==> src/rtl/sum_control_unit_if.sv <==
// Handshake and datapath-control bundle between the sum controller and its
// surroundings (requester plus register-file/adder datapath).
interface sum_control_unit_if;
  logic       start;
  logic       iLe10;
  logic       rfsrcmuxsel;
  logic       rfwe;
  logic [1:0] waddr;
  logic [1:0] raddr1;
  logic [1:0] raddr2;
  logic       outLoad;
  logic       busy;
  logic       done;
  logic       error;
  logic [7:0] iter_count;

  // Requester/datapath side: issues start and the status flag.
  modport master (
    output start, iLe10,
    input  rfsrcmuxsel, rfwe, waddr, raddr1, raddr2, outLoad,
    input  busy, done, error, iter_count
  );

  // Controller side.
  modport slave (
    input  start, iLe10,
    output rfsrcmuxsel, rfwe, waddr, raddr1, raddr2, outLoad,
    output busy, done, error, iter_count
  );
endinterface

==> src/rtl/sum_control_unit.sv <==
// Moore controller that sequences the register-file/adder datapath to
// accumulate sum(1..10) into the output register, with a start/busy/done
// handshake and a watchdog on the number of ADD iterations.
// Register map: R0 = zero, R1 = i, R2 = sum, R3 = constant 1.
module sum_control_unit #(
  parameter int MAX_ITER = 16
) (
  input  logic          clk,
  input  logic          reset,
  sum_control_unit_if.slave bus
);

  localparam logic [7:0] MAX_ITER_L = MAX_ITER[7:0];

  typedef enum logic [3:0] {
    S_IDLE,
    S_INIT_I,
    S_INIT_ONE,
    S_INIT_SUM,
    S_CHECK,
    S_ADD,
    S_INC,
    S_OUT,
    S_DONE,
    S_ERR
  } state_t;

  state_t     state;
  state_t     state_next;
  logic [7:0] iter_cnt;

  // State register; reset returns to IDLE at once so every decoded output drops.
  always_ff @(posedge clk or posedge reset) begin
    if (reset) begin
      state <= S_IDLE;
    end else begin
      state <= state_next;
    end
  end

  // ADD counter: cleared on an accepted start, bumped when leaving ADD, saturating.
  always_ff @(posedge clk or posedge reset) begin
    if (reset) begin
      iter_cnt <= 8'd0;
    end else if ((state == S_IDLE || state == S_ERR) && bus.start) begin
      iter_cnt <= 8'd0;
    end else if (state == S_ADD && iter_cnt != 8'hFF) begin
      iter_cnt <= iter_cnt + 8'd1;
    end else begin
      iter_cnt <= iter_cnt;
    end
  end

  // Next-state logic; start is only looked at from IDLE and ERR.
  always_comb begin
    state_next = state;
    case (state)
      S_IDLE:     state_next = bus.start ? S_INIT_I : S_IDLE;
      S_INIT_I:   state_next = S_INIT_ONE;
      S_INIT_ONE: state_next = S_INIT_SUM;
      S_INIT_SUM: state_next = S_CHECK;
      S_CHECK: begin
        if (!bus.iLe10) begin
          state_next = S_OUT;
        end else if (iter_cnt == MAX_ITER_L) begin
          state_next = S_ERR;
        end else begin
          state_next = S_ADD;
        end
      end
      S_ADD:      state_next = S_INC;
      S_INC:      state_next = S_CHECK;
      S_OUT:      state_next = S_DONE;
      S_DONE:     state_next = S_IDLE;
      S_ERR:      state_next = bus.start ? S_INIT_I : S_ERR;
      default:    state_next = S_IDLE;
    endcase
  end

  // Moore output decode: everything is a pure function of the current state.
  always_comb begin
    bus.rfsrcmuxsel = 1'b0;
    bus.rfwe        = 1'b0;
    bus.waddr       = 2'd0;
    bus.raddr1      = 2'd0;
    bus.raddr2      = 2'd0;
    bus.outLoad     = 1'b0;
    bus.busy        = 1'b0;
    bus.done        = 1'b0;
    bus.error       = 1'b0;
    case (state)
      S_IDLE: begin
        bus.busy = 1'b0;
      end
      S_INIT_I: begin
        // R1 <- 1
        bus.busy        = 1'b1;
        bus.rfsrcmuxsel = 1'b1;
        bus.rfwe        = 1'b1;
        bus.waddr       = 2'd1;
      end
      S_INIT_ONE: begin
        // R3 <- 1
        bus.busy        = 1'b1;
        bus.rfsrcmuxsel = 1'b1;
        bus.rfwe        = 1'b1;
        bus.waddr       = 2'd3;
      end
      S_INIT_SUM: begin
        // R2 <- R0 + R0 = 0
        bus.busy   = 1'b1;
        bus.rfwe   = 1'b1;
        bus.waddr  = 2'd2;
      end
      S_CHECK: begin
        // present i so the datapath can evaluate i <= 10
        bus.busy   = 1'b1;
        bus.raddr1 = 2'd1;
      end
      S_ADD: begin
        // R2 <- R2 + R1
        bus.busy   = 1'b1;
        bus.rfwe   = 1'b1;
        bus.waddr  = 2'd2;
        bus.raddr1 = 2'd2;
        bus.raddr2 = 2'd1;
      end
      S_INC: begin
        // R1 <- R1 + R3
        bus.busy   = 1'b1;
        bus.rfwe   = 1'b1;
        bus.waddr  = 2'd1;
        bus.raddr1 = 2'd1;
        bus.raddr2 = 2'd3;
      end
      S_OUT: begin
        // outport <- R2 + R0
        bus.busy    = 1'b1;
        bus.raddr1  = 2'd2;
        bus.outLoad = 1'b1;
      end
      S_DONE: begin
        bus.busy = 1'b1;
        bus.done = 1'b1;
      end
      S_ERR: begin
        bus.error = 1'b1;
      end
      default: begin
        bus.busy = 1'b0;
      end
    endcase
  end

  assign bus.iter_count = iter_cnt;

endmodule

==> src/flat_wrapper.sv <==
// flat-port wrapper written by rule: the top's interface ports become plain ports
module sum_control_unit_flat 
#(
  parameter int MAX_ITER = 16
)
  (clk, reset, bus_start, bus_iLe10, bus_rfsrcmuxsel, bus_rfwe, bus_waddr, bus_raddr1, bus_raddr2, bus_outLoad, bus_busy, bus_done, bus_error, bus_iter_count);
  sum_control_unit_if bus_i ();
  input  logic clk;
  input  logic reset;
  input wire logic [$bits(bus_i.start)-1:0] bus_start;
  input wire logic [$bits(bus_i.iLe10)-1:0] bus_iLe10;
  output wire logic [$bits(bus_i.rfsrcmuxsel)-1:0] bus_rfsrcmuxsel;
  output wire logic [$bits(bus_i.rfwe)-1:0] bus_rfwe;
  output wire logic [$bits(bus_i.waddr)-1:0] bus_waddr;
  output wire logic [$bits(bus_i.raddr1)-1:0] bus_raddr1;
  output wire logic [$bits(bus_i.raddr2)-1:0] bus_raddr2;
  output wire logic [$bits(bus_i.outLoad)-1:0] bus_outLoad;
  output wire logic [$bits(bus_i.busy)-1:0] bus_busy;
  output wire logic [$bits(bus_i.done)-1:0] bus_done;
  output wire logic [$bits(bus_i.error)-1:0] bus_error;
  output wire logic [$bits(bus_i.iter_count)-1:0] bus_iter_count;
  assign bus_i.start = bus_start;
  assign bus_i.iLe10 = bus_iLe10;
  assign bus_rfsrcmuxsel = bus_i.rfsrcmuxsel;
  assign bus_rfwe = bus_i.rfwe;
  assign bus_waddr = bus_i.waddr;
  assign bus_raddr1 = bus_i.raddr1;
  assign bus_raddr2 = bus_i.raddr2;
  assign bus_outLoad = bus_i.outLoad;
  assign bus_busy = bus_i.busy;
  assign bus_done = bus_i.done;
  assign bus_error = bus_i.error;
  assign bus_iter_count = bus_i.iter_count;
  sum_control_unit #(.MAX_ITER(MAX_ITER)) u_core (.clk(clk), .reset(reset), .bus(bus_i));
endmodule
==> config.mk <==
export PLATFORM = sky130hd
export DESIGN_NAME = sum_control_unit_flat
export DESIGN_NICKNAME = d
export VERILOG_FILES = /design/src/rtl/sum_control_unit_if.sv /design/src/rtl/sum_control_unit.sv /design/src/flat_wrapper.sv
export SDC_FILE = /design/constraint.sdc
export NUM_CORES = 1
export LEC_CHECK = 0
export ABC_CLOCK_PERIOD_IN_PS = 3600
export CAP_MARGIN = 10
export CORE_MARGIN = 4
export CORE_UTILIZATION = 49
export DETAILED_ROUTE_END_ITERATION = 16
export PLACE_DENSITY_LB_ADDON = 0.08
export RECOVER_POWER = 50
export SETUP_SLACK_MARGIN = 0.02
export SLEW_MARGIN = 25
export SYNTH_ARGS = -nofsm -noshare
export SYNTH_HDL_FRONTEND = slang
export SYNTH_SLANG_ARGS = --single-unit
==> constraint.sdc <==
create_clock -name clk -period 3.6 [get_ports clk]
set_input_delay 0.54 -clock clk [delete_from_list [all_inputs] [get_ports clk]]
set_output_delay 0.54 -clock clk [all_outputs]
set_load 0.005 [all_outputs]
==> results of run 1 <==
-- through the flow --
step                      hold slack [ns]  std cells   util  area (µm²)  power [W]
after floorplan                     0.405         99      -         825   0.000447
after global placement              0.562        133  0.680        1050   0.000616
after detailed placement            0.574        133  0.680        1050   0.000622
after CTS                           0.570        137  0.704        1080   0.000735
after global routing                0.644        137  0.695        1070   0.000777
final                               0.583        137  0.695        1070   0.000720
-- layer usage --
metal | vias up | wire [µm]
met5 | - | 0
met4 | 0 | 43
met3 | 5 | 82
met2 | 22 | 933
met1 | 374 | 848
li1 | 398 | -
-- Yosys cell counts --
library cell  number
o211ai_1           3
nand4_2            1
nor2_1            11
nand2b_1           4
and2b_1            1
a211oi_1           1
nand2_1            5
and2_1             1
a21oi_1            7
o31ai_1            3
o22a_1             1
mux2i_1            1
o22ai_1            2
and3_1             1
a31o_2             4
buf_1              1
nor4bb_1           1
nor3_1             4
nand3_1            7
clkbuf_1           3
nor4b_1            1
ha_1               2
xnor2_1            2
buf_6              1
o211ai_4           1
inv_1              7
or3_1              3
and2b_2            1
dfrtp_1           12
o21ai_0            7
-- power groups by stage --
| stage | Combinational (W) | Clock [W] | Sequential, W |
|---|---|---|---|
| 2_1_floorplan | 0.000255 | 0 | 0.000192 |
| 3_3_place_gp | 0.000380 | 0 | 0.000236 |
| 3_5_place_dp | 0.000384 | 0 | 0.000238 |
| 4_1_cts | 0.000386 | 0.000114 | 0.000235 |
| 5_1_grt | 0.000409 | 0.000121 | 0.000247 |
| 6_report | 0.000373 | 0.000111 | 0.000235 |
-- sequential cells by signal (all words and copies together) (netlist names) --
name	count
u_core.bus.iter_count	8
u_core.state	4
-- path summary, 6_finish.rpt --
path,startpoint,endpoint,depth (start not counted)
min in group asynchronous,reset,u_core.state[0],2
max in group asynchronous,reset,u_core.bus.iter_count[1],2
setup / recovery,u_core.state[0],bus_rfsrcmuxsel,4
hold reg to reg,u_core.bus.iter_count[0],u_core.bus.iter_count[0],1
setup reg to reg,u_core.bus.iter_count[0],u_core.bus.iter_count[3],5
hold / removal,u_core.bus.iter_count[0],u_core.bus.iter_count[0],1
-- cell families after synthesis --
| kind of cell | after synthesis | share of synthesized area |
|---|---|---|
| buffers and inverters | 12 | 0.0637 |
| DFF | 12 | 0.364 |
| and+or+nand+nor | 41 | 0.266 |
| adders and majority gates | 2 | 0.0303 |
| muxes | 1 | 0.0121 |
| AOI/OAI and AO/OA | 29 | 0.243 |
| xor gates and xnor gates | 2 | 0.0212 |
-- cell type report --
cell class,count,area (µm²)
Multi-Input combinational cell,75,458
Tap cell,16,20.0
Inverter,7,26.3
Timing Repair Buffer,23,230
Clock buffer,4,36.3
Fill cell,135,470
Sequential cell,12,300
-- worst max-delay path, delay by kind of cell (launching register included) --
kind,cells,cell delay [ns]
and+or+nand+nor,3,0.59
buffers and inverters,1,0.52
DFF,1,0.51
==> results.sh, run 1 <==
export IMPL_avgSynthCellArea_um2=8.33
export IMPL_p_seq_frac=0.327
export IMPL_fmax_ghz=0.408
export IMPL_final_common_cell="clkdlybuf4s50_1"
export IMPL_drv_cap=0
export IMPL_pwr_share_clk=0.155
export IMPL_swShare=0.390
export IMPL_reg2reg_slack_ns=1.51
export IMPL_synth_seq_area_share=0.364
export IMPL_fin_nets=128
export IMPL_floorplan_initialDensity=0.535
export IMPL_dieWidth_um=49.0
export IMPL_root_buffer="clkbuf_4"
export IMPL_leakagePower_nw=0.428
export IMPL_rsz0062_at_grt="no"
export IMPL_finalSetupTns_ns=0
export IMPL_setup_ws_ns=1.15
export IMPL_synth_cell_types=30
export IMPL_slew_violations=0
export IMPL_fin_crit_sh=0.680
export IMPL_h_tree_depth=1
export IMPL_synth_cells=99
export IMPL_final_cell_mix="21 x clkdlybuf4s50_1, 12 x dfrtp_1, 11 x nor2_1"
export IMPL_min_period_ns=2.45
export IMPL_cts_resized=0
export IMPL_dp_hpwl_um=1370
export IMPL_combinationalPowerShare=0.518
export IMPL_yosysTopAreaCellShare=0.364
export IMPL_vias=799
export IMPL_power_density_mw_per_mm2=672
export IMPL_grtUsageMet1=0.192
export IMPL_synthesis_nets=105
export IMPL_synthTopCellsByArea="dfrtp_1 36%, nor2_1 5.0%, a21oi_1 4.2%, a31o_2 4.2%, nand3_1 4.2%"
export IMPL_cts_hold_buf=0
export IMPL_drt_pass1_iter_count=4
export IMPL_use_met3=0.0245
export IMPL_place_port_buffers=23
export IMPL_critPathKind="flip-flop to primary output"
export IMPL_num_rows=14
export IMPL_critical_path_cell_chain="nand2b_1, and2_1, nor3_1, clkdlybuf4s50_1"
export IMPL_worst_clock_skew_ns=0.00162
export IMPL_finalSetupViolCount=0
export IMPL_power_switching_w=0.000281
export IMPL_status="complete, no violations"
export IMPL_wl_um=1910
export IMPL_antenna_found_initial=0
export IMPL_groute_usage_overall=0.164
export IMPL_num_io_pins=24
export IMPL_synth_cell_area_um2=825
export IMPL_p_int_w=0.000439
export IMPL_grt_first_pass_wirelength_um=3160
export IMPL_overflow=0
export IMPL_clock_latency_ns=0.28
export IMPL_die_area_mm2=0.00240
export IMPL_grt_pass1_vias=704
export IMPL_worst_pin_slew_ns=1.09
export IMPL_ir_drop_mv=0.459
export IMPL_use_met2=0.280
export IMPL_ys_seq_elements=12
export IMPL_pre_cts_slack_ns=1.47
export IMPL_ctsLongestPathBuffers=2
export IMPL_grt_busiest_layer="met2"
export IMPL_cpPeakStageDelay_ns=0.52
export IMPL_wl_per_cell_um=13.9
export IMPL_areaGrowthSynthToFinish_pct=29.9
export IMPL_drive_gt1_frac=0.0826
export IMPL_drc=0
export IMPL_synth_warnings=0
export IMPL_numCtsBuffers=3
export IMPL_cts_setup_buffers=0
export IMPL_globalplace_congestion=0.848
export IMPL_die_h_um=49.0
export IMPL_first_iter_violations=23
export IMPL_cts_sinks=12
export IMPL_post_drt_via_cell_ratio=5.83
export IMPL_cp_required_ns=3.06
export IMPL_antennaDiodeCount=0
export IMPL_worst_path_max_delay_cell="clkdlybuf4s50_1"
export IMPL_min_path_type="flip-flop to flip-flop"
export IMPL_placeableCoreArea_mm2=0.00154
export IMPL_ant_nets=0
export IMPL_arrival_ns=1.91
export IMPL_startpoint_type="flip-flop"
export IMPL_grt_start_max_net_pins=17
export IMPL_clk_pin_slew_ns=0.08
export IMPL_synth_largest_area_cell="dfrtp_1"
export IMPL_end_kind="primary output"
export IMPL_hold_violations=0
export IMPL_cts_tree="done"
export IMPL_path_max_fanout=13
export IMPL_relSlewSlack=0.267
No activity file was read; power rests on OpenSTA's default activity.
==> run 2, diff against run 1 <==
ABC_CLOCK_PERIOD_IN_PS = 2500   (was 3600)
CORE_UTILIZATION = 46   (was 49)
clock period = 2.5 ns   (was 3.6 ns; I/O delays follow)
==> run 2 against run 1 <==
Cell area rose by 1.1%. Wire length did not move. Utilization fell by 6.1 points. Register-to-register slack got worse by 0.65 ns. Flip-flop and latch count did not move. Non-clock buffer count did not move. Largest power group unchanged. Largest cell class unchanged. First-iteration DRC count fell by 35%. Critical path depth did not move. Critical path type unchanged. Combinational power rose by 46%. Clock power rose by 6%. Sequential share of layout area fell by 0.29 points. Highest routed layer unchanged. Worst hold slack got worse by 0.035 ns.
==> results.sh, run 2 (synthesis results as in run 1) <==
export IMPL_cts_sinks=12
export IMPL_antennaDiodeCount=0
export IMPL_relSlewSlack=0.675
export IMPL_cts_resized=0
export IMPL_die_h_um=50.3
export IMPL_numCtsBuffers=3
export IMPL_fin_nets=128
export IMPL_grt_busiest_layer="met2"
export IMPL_final_cell_mix="16 x clkdlybuf4s50_1, 12 x dfrtp_1, 11 x nor2_1"
export IMPL_worst_pin_slew_ns=0.487
export IMPL_r2r_cells=5
export IMPL_clock_latency_ns=0.27
export IMPL_grt_first_pass_wirelength_um=3240
export IMPL_final_seq_area_um2=300
export IMPL_total_power_w=0.00100
export IMPL_grt_pass1_vias=746
export IMPL_leakagePower_nw=0.447
export IMPL_worst_path_max_delay_cell="clkdlybuf4s50_1"
export IMPL_die_area_mm2=0.00253
export IMPL_overflow=0
export IMPL_min_path_type="input port to async pin"
export IMPL_min_period_ns=2.28
export IMPL_startpoint_type="flip-flop"
export IMPL_grtUsageMet1=0.206
export IMPL_numPlacedInstances=142
export IMPL_critPathKind="flip-flop to primary output"
export IMPL_ir_drop_mv=0.671
export IMPL_wl_um=1910
export IMPL_floorplan_initialDensity=0.483
export IMPL_antenna_found_initial=0
export IMPL_drive_gt1_frac=0.0833
export IMPL_drc=0
export IMPL_timing_rr_start="u_core.bus.iter_count[0]"
export IMPL_slew_violations=0
export IMPL_arrival_ns=1.90
export IMPL_dieWidth_um=50.3
export IMPL_critical_path_cell_chain="nand2b_1, and2_1, nor3_1, clkdlybuf4s50_1"
export IMPL_drt_pass1_iter_count=4
export IMPL_reg2reg_slack_ns=0.86
export IMPL_first_iter_violations=15
export IMPL_rsz0062_at_grt="no"
export IMPL_crit_buf_inv=1
export IMPL_final_common_cell="clkdlybuf4s50_1"
export IMPL_power_density_mw_per_mm2=924
export IMPL_stdcell_count=145
export IMPL_cts_setup_buffers=0
export IMPL_use_met3=0.0208
export IMPL_num_rows=15
export IMPL_end_kind="primary output"
export IMPL_status="complete, no violations"
export IMPL_path_max_fanout=13
export IMPL_place_port_buffers=23
export IMPL_clk_pin_slew_ns=0.07
export IMPL_finalSetupViolCount=0
export IMPL_multi_input_area_um2=472
export IMPL_post_drt_via_cell_ratio=5.46
export IMPL_use_met2=0.276
export IMPL_cp_required_ns=2.12
export IMPL_cts_hold_buf=0
export IMPL_largest_reg_flops=8
export IMPL_n_fill_cell=157
export IMPL_ant_nets=0
export IMPL_dp_hpwl_um=1430
export IMPL_r2r_end="u_core.bus.iter_count[6]"
export IMPL_ctsLongestPathBuffers=2
export IMPL_utilization=0.634
export IMPL_fmax_ghz=0.439
export IMPL_areaGrowthSynthToFinish_pct=31.3
export IMPL_hold_violations=0
export IMPL_groute_usage_overall=0.162
export IMPL_vias=791
export IMPL_fin_crit_sh=0.911
export IMPL_root_buffer="clkbuf_4"
export IMPL_placeableCoreArea_mm2=0.00171
export IMPL_finalSetupTns_ns=0
export IMPL_num_io_pins=24
export IMPL_worst_clock_skew_ns=0.00639
export IMPL_drv_cap=0
export IMPL_wl_per_cell_um=13.2
export IMPL_cpPeakStageDelay_ns=0.52
export IMPL_crit_family="simple AND/OR/NAND/NOR gates"
export IMPL_grt_start_max_net_pins=17
export IMPL_cts_tree="done"
export IMPL_globalplace_congestion=0.818
export IMPL_h_tree_depth=1
[run 2: changes by cell type in the layout (fill, tap and decap cells not counted), sizes merged]
cell           delta
clkdlybuf4s50     -5
dlygate4sd3       +5
clkbuf            -1
[run 2: layer usage]
layer | up-vias | part of all wire
met2 | 23 | 0.47
li1 | 397 | -
met3 | 4 | 0.045
met5 | - | 0
met4 | 0 | 0.021
met1 | 367 | 0.46
[run 2: where the power goes]
part	total (W)	switching (W)	internal, W
sequential	0.000339	0.000105	0.000234
combinational	0.000543	0.000236	0.000307
clock	0.000118	0.0000619	0.0000558
total	0.00100	0.000403	0.000597
[run 2: layout make-up]
class / count / area share
Inverter: 7 / 0.0243
Tap cell: 25 / 0.0289
Clock buffer: 3 / 0.0208
Multi-Input combinational cell: 75 / 0.436
Timing Repair Buffer: 23 / 0.213
Sequential cell: 12 / 0.277
[run 2: metrics by stage]
| step | area (µm²) | hold WS [ns] | setup slack, ns |
|---|---|---|---|
| after floorplan | 825 | 0.240 | 1.09 |
| after global placement | 1060 | 0.564 | 0.572 |
| final | 1080 | 0.548 | 0.221 |
| after CTS | 1080 | 0.426 | 0.208 |
| after detailed placement | 1060 | 0.569 | 0.513 |
| after global routing | 1080 | 0.571 | 0.135 |
[run 2: worst max path at each step]
stage                          startpoint         endpoint  slack, ns  cells after the start
after floorplan           u_core.state[0]  bus_rfsrcmuxsel       1.09                      4
after global placement    u_core.state[0]  bus_rfsrcmuxsel       0.57                      4
after detailed placement  u_core.state[0]  bus_rfsrcmuxsel       0.51                      4
after CTS                 u_core.state[0]  bus_rfsrcmuxsel       0.21                      4
after global routing      u_core.state[0]  bus_rfsrcmuxsel       0.13                      4
final                     u_core.state[0]  bus_rfsrcmuxsel       0.22                      4
==> run 3, diff against run 2 <==
==> constraint.sdc (replaced) <==
create_clock -name clk -period 2.5 [get_ports clk]
set_input_delay 0.5 -clock clk [delete_from_list [all_inputs] [get_ports clk]]
set_output_delay 0.5 -clock clk [all_outputs]
set_load 0.005 [all_outputs]
==> run 3 against run 2 <==
Register-to-register slack worse by 0.44 ns. Cell area down 1.2%. Flip-flop and latch count unchanged. Utilization down 0.73 points. Total power down 0.68%. Sequential power about the same. Worst hold slack better by 0.034 ns. Non-clock buffer count unchanged. Clock skew up 0.00098 ns. Largest power group unchanged.
==> results.sh, run 3 (synthesis results as in run 1) <==
export IMPL_ir_drop_mv=0.681
export IMPL_dp_hpwl_um=1430
export IMPL_post_drt_via_cell_ratio=5.48
export IMPL_power_density_mw_per_mm2=929
export IMPL_hold_violations=0
export IMPL_floorplan_initialDensity=0.483
export IMPL_cpPeakStageDelay_ns=0.57
export IMPL_worst_path_max_delay_cell="dfrtp_1"
export IMPL_num_rows=15
export IMPL_placeableCoreArea_mm2=0.00171
export IMPL_setup_ws_ns=0.109
export IMPL_rsz0062_at_grt="no"
export IMPL_critPathKind="flip-flop to primary output"
export IMPL_drive_gt1_frac=0.0833
export IMPL_areaGrowthSynthToFinish_pct=29.7
export IMPL_wl_um=1910
export IMPL_final_common_cell="clkdlybuf4s50_1"
export IMPL_startpoint_type="flip-flop"
export IMPL_fin_nets=128
export IMPL_grt_first_pass_wirelength_um=3240
export IMPL_antenna_found_initial=0
export IMPL_clock_latency_ns=0.27
export IMPL_use_met3=0.0208
export IMPL_root_buffer="clkbuf_4"
export IMPL_leakagePower_nw=0.427
export IMPL_swShare=0.399
export IMPL_dpl_cell_area_mm2=0.00106
export IMPL_p_seq_frac=0.343
export IMPL_relSlewSlack=0.281
export IMPL_antennaDiodeCount=0
export IMPL_cp_required_ns=2.00
export IMPL_numCtsBuffers=3
export IMPL_grt_start_max_net_pins=17
export IMPL_power_switching_w=0.000396
export IMPL_path_max_fanout=14
export IMPL_utilization=0.626
export IMPL_drc=0
export IMPL_min_period_ns=2.39
export IMPL_pre_cts_slack_ns=0.388
export IMPL_cts_setup_buffers=0
export IMPL_place_port_buffers=23
export IMPL_worst_clock_skew_ns=0.00737
export IMPL_numPlacedInstances=142
export IMPL_grt_pass1_vias=746
export IMPL_crit_buf_inv=1
export IMPL_arrival_ns=1.89
export IMPL_overflow=0
export IMPL_h_tree_depth=1
export IMPL_vias=795
export IMPL_critical_path_cell_chain="nand2b_1, and2_1, nor3_1, clkdlybuf4s50_1"
export IMPL_grt_busiest_layer="met2"
export IMPL_die_h_um=50.3
export IMPL_die_area_mm2=0.00253
export IMPL_combinationalPowerShare=0.539
export IMPL_drt_pass1_iter_count=4
export IMPL_drv_cap=0
export IMPL_pwr_share_clk=0.118
export IMPL_worst_pin_slew_ns=1.07
export IMPL_final_seq_area_um2=302
export IMPL_status="complete, no violations"
export IMPL_finalSetupViolCount=0
export IMPL_largest_reg_flops=8
export IMPL_final_cell_mix="19 x clkdlybuf4s50_1, 11 x nor2_1, 11 x dfrtp_1"
export IMPL_groute_usage_overall=0.162
export IMPL_grtUsageMet1=0.206
export IMPL_use_met2=0.276
export IMPL_slew_violations=0
export IMPL_num_io_pins=24
export IMPL_dieWidth_um=50.3
export IMPL_globalplace_congestion=0.818
export IMPL_cts_tree="done"
export IMPL_design_area_mm2=0.00107
export IMPL_finalSetupTns_ns=0
export IMPL_ctsLongestPathBuffers=2
export IMPL_stdcell_count=145
export IMPL_fmax_ghz=0.418
export IMPL_cts_sinks=12
export IMPL_wl_per_cell_um=13.2
export IMPL_end_kind="primary output"
export IMPL_p_int_w=0.000598
export IMPL_n_fill_cell=159
export IMPL_ant_nets=0
export IMPL_first_iter_violations=13
export IMPL_fin_crit_sh=0.957
export IMPL_clk_pin_slew_ns=0.07
export IMPL_min_path_type="flip-flop to flip-flop"
export IMPL_multi_input_area_um2=458
export IMPL_crit_family="flip-flops"
==> run 3: changes by cell type in the layout (fill, tap and decap cells not counted), sizes merged <==
cell           delta
clkdlybuf4s50     +3
dlygate4sd3       -3
==> run 3: path summary, 6_finish.rpt <==
check	start	endpoint	slack, ns	depth (start not counted)
setup reg to reg	u_core.bus.iter_count[0]	u_core.bus.iter_count[6]	0.42	5
max in group asynchronous	reset	u_core.state[0]	1.47	2
hold reg to reg	u_core.bus.iter_count[0]	u_core.bus.iter_count[0]	0.58	1
hold / removal	u_core.bus.iter_count[0]	u_core.bus.iter_count[0]	0.58	1
setup / recovery	u_core.state[1]	bus_rfsrcmuxsel	0.11	4
min in group asynchronous	reset	u_core.state[1]	0.67	2
==> run 3: layer usage <==
layer,up-vias,wire length [µm]
met2,23,903
met3,4,85
met4,0,42
met1,370,882
met5,-,0
li1,398,-
==> run 3: timing repair <==
item,4_1_cts,5_1_grt
hold buffers,0,0
hold endpoints to repair,0,0
gates resized for setup,0,1
endpoints found under the setup margin,0,1
==> run 3: cell type report <==
| type | instances | area share |
|---|---|---|
| Inverter | 7 | 0.0246 |
| Clock buffer | 3 | 0.0211 |
| Tap cell | 25 | 0.0292 |
| Multi-Input combinational cell | 75 | 0.428 |
| Sequential cell | 12 | 0.282 |
| Timing Repair Buffer | 23 | 0.215 |
==> run 3: power by group through the flow <==
stage / Combinational (W) / Sequential [W] / Clock [W]
2_1_floorplan: 0.000367 / 0.000276 / 0
4_1_cts: 0.000556 / 0.000340 / 0.000120
3_5_place_dp: 0.000554 / 0.000344 / 0
6_report: 0.000535 / 0.000341 / 0.000117
3_3_place_gp: 0.000548 / 0.000336 / 0
5_1_grt: 0.000596 / 0.000355 / 0.000129
==> run 3: per-stage QoR <==
stage,power (W),hold slack (ns)
5_1_grt,0.00108,0.653
2_1_floorplan,0.000643,0.365
3_3_place_gp,0.000885,0.564
3_5_place_dp,0.000898,0.569
4_1_cts,0.00102,0.551
6_report,0.000994,0.582
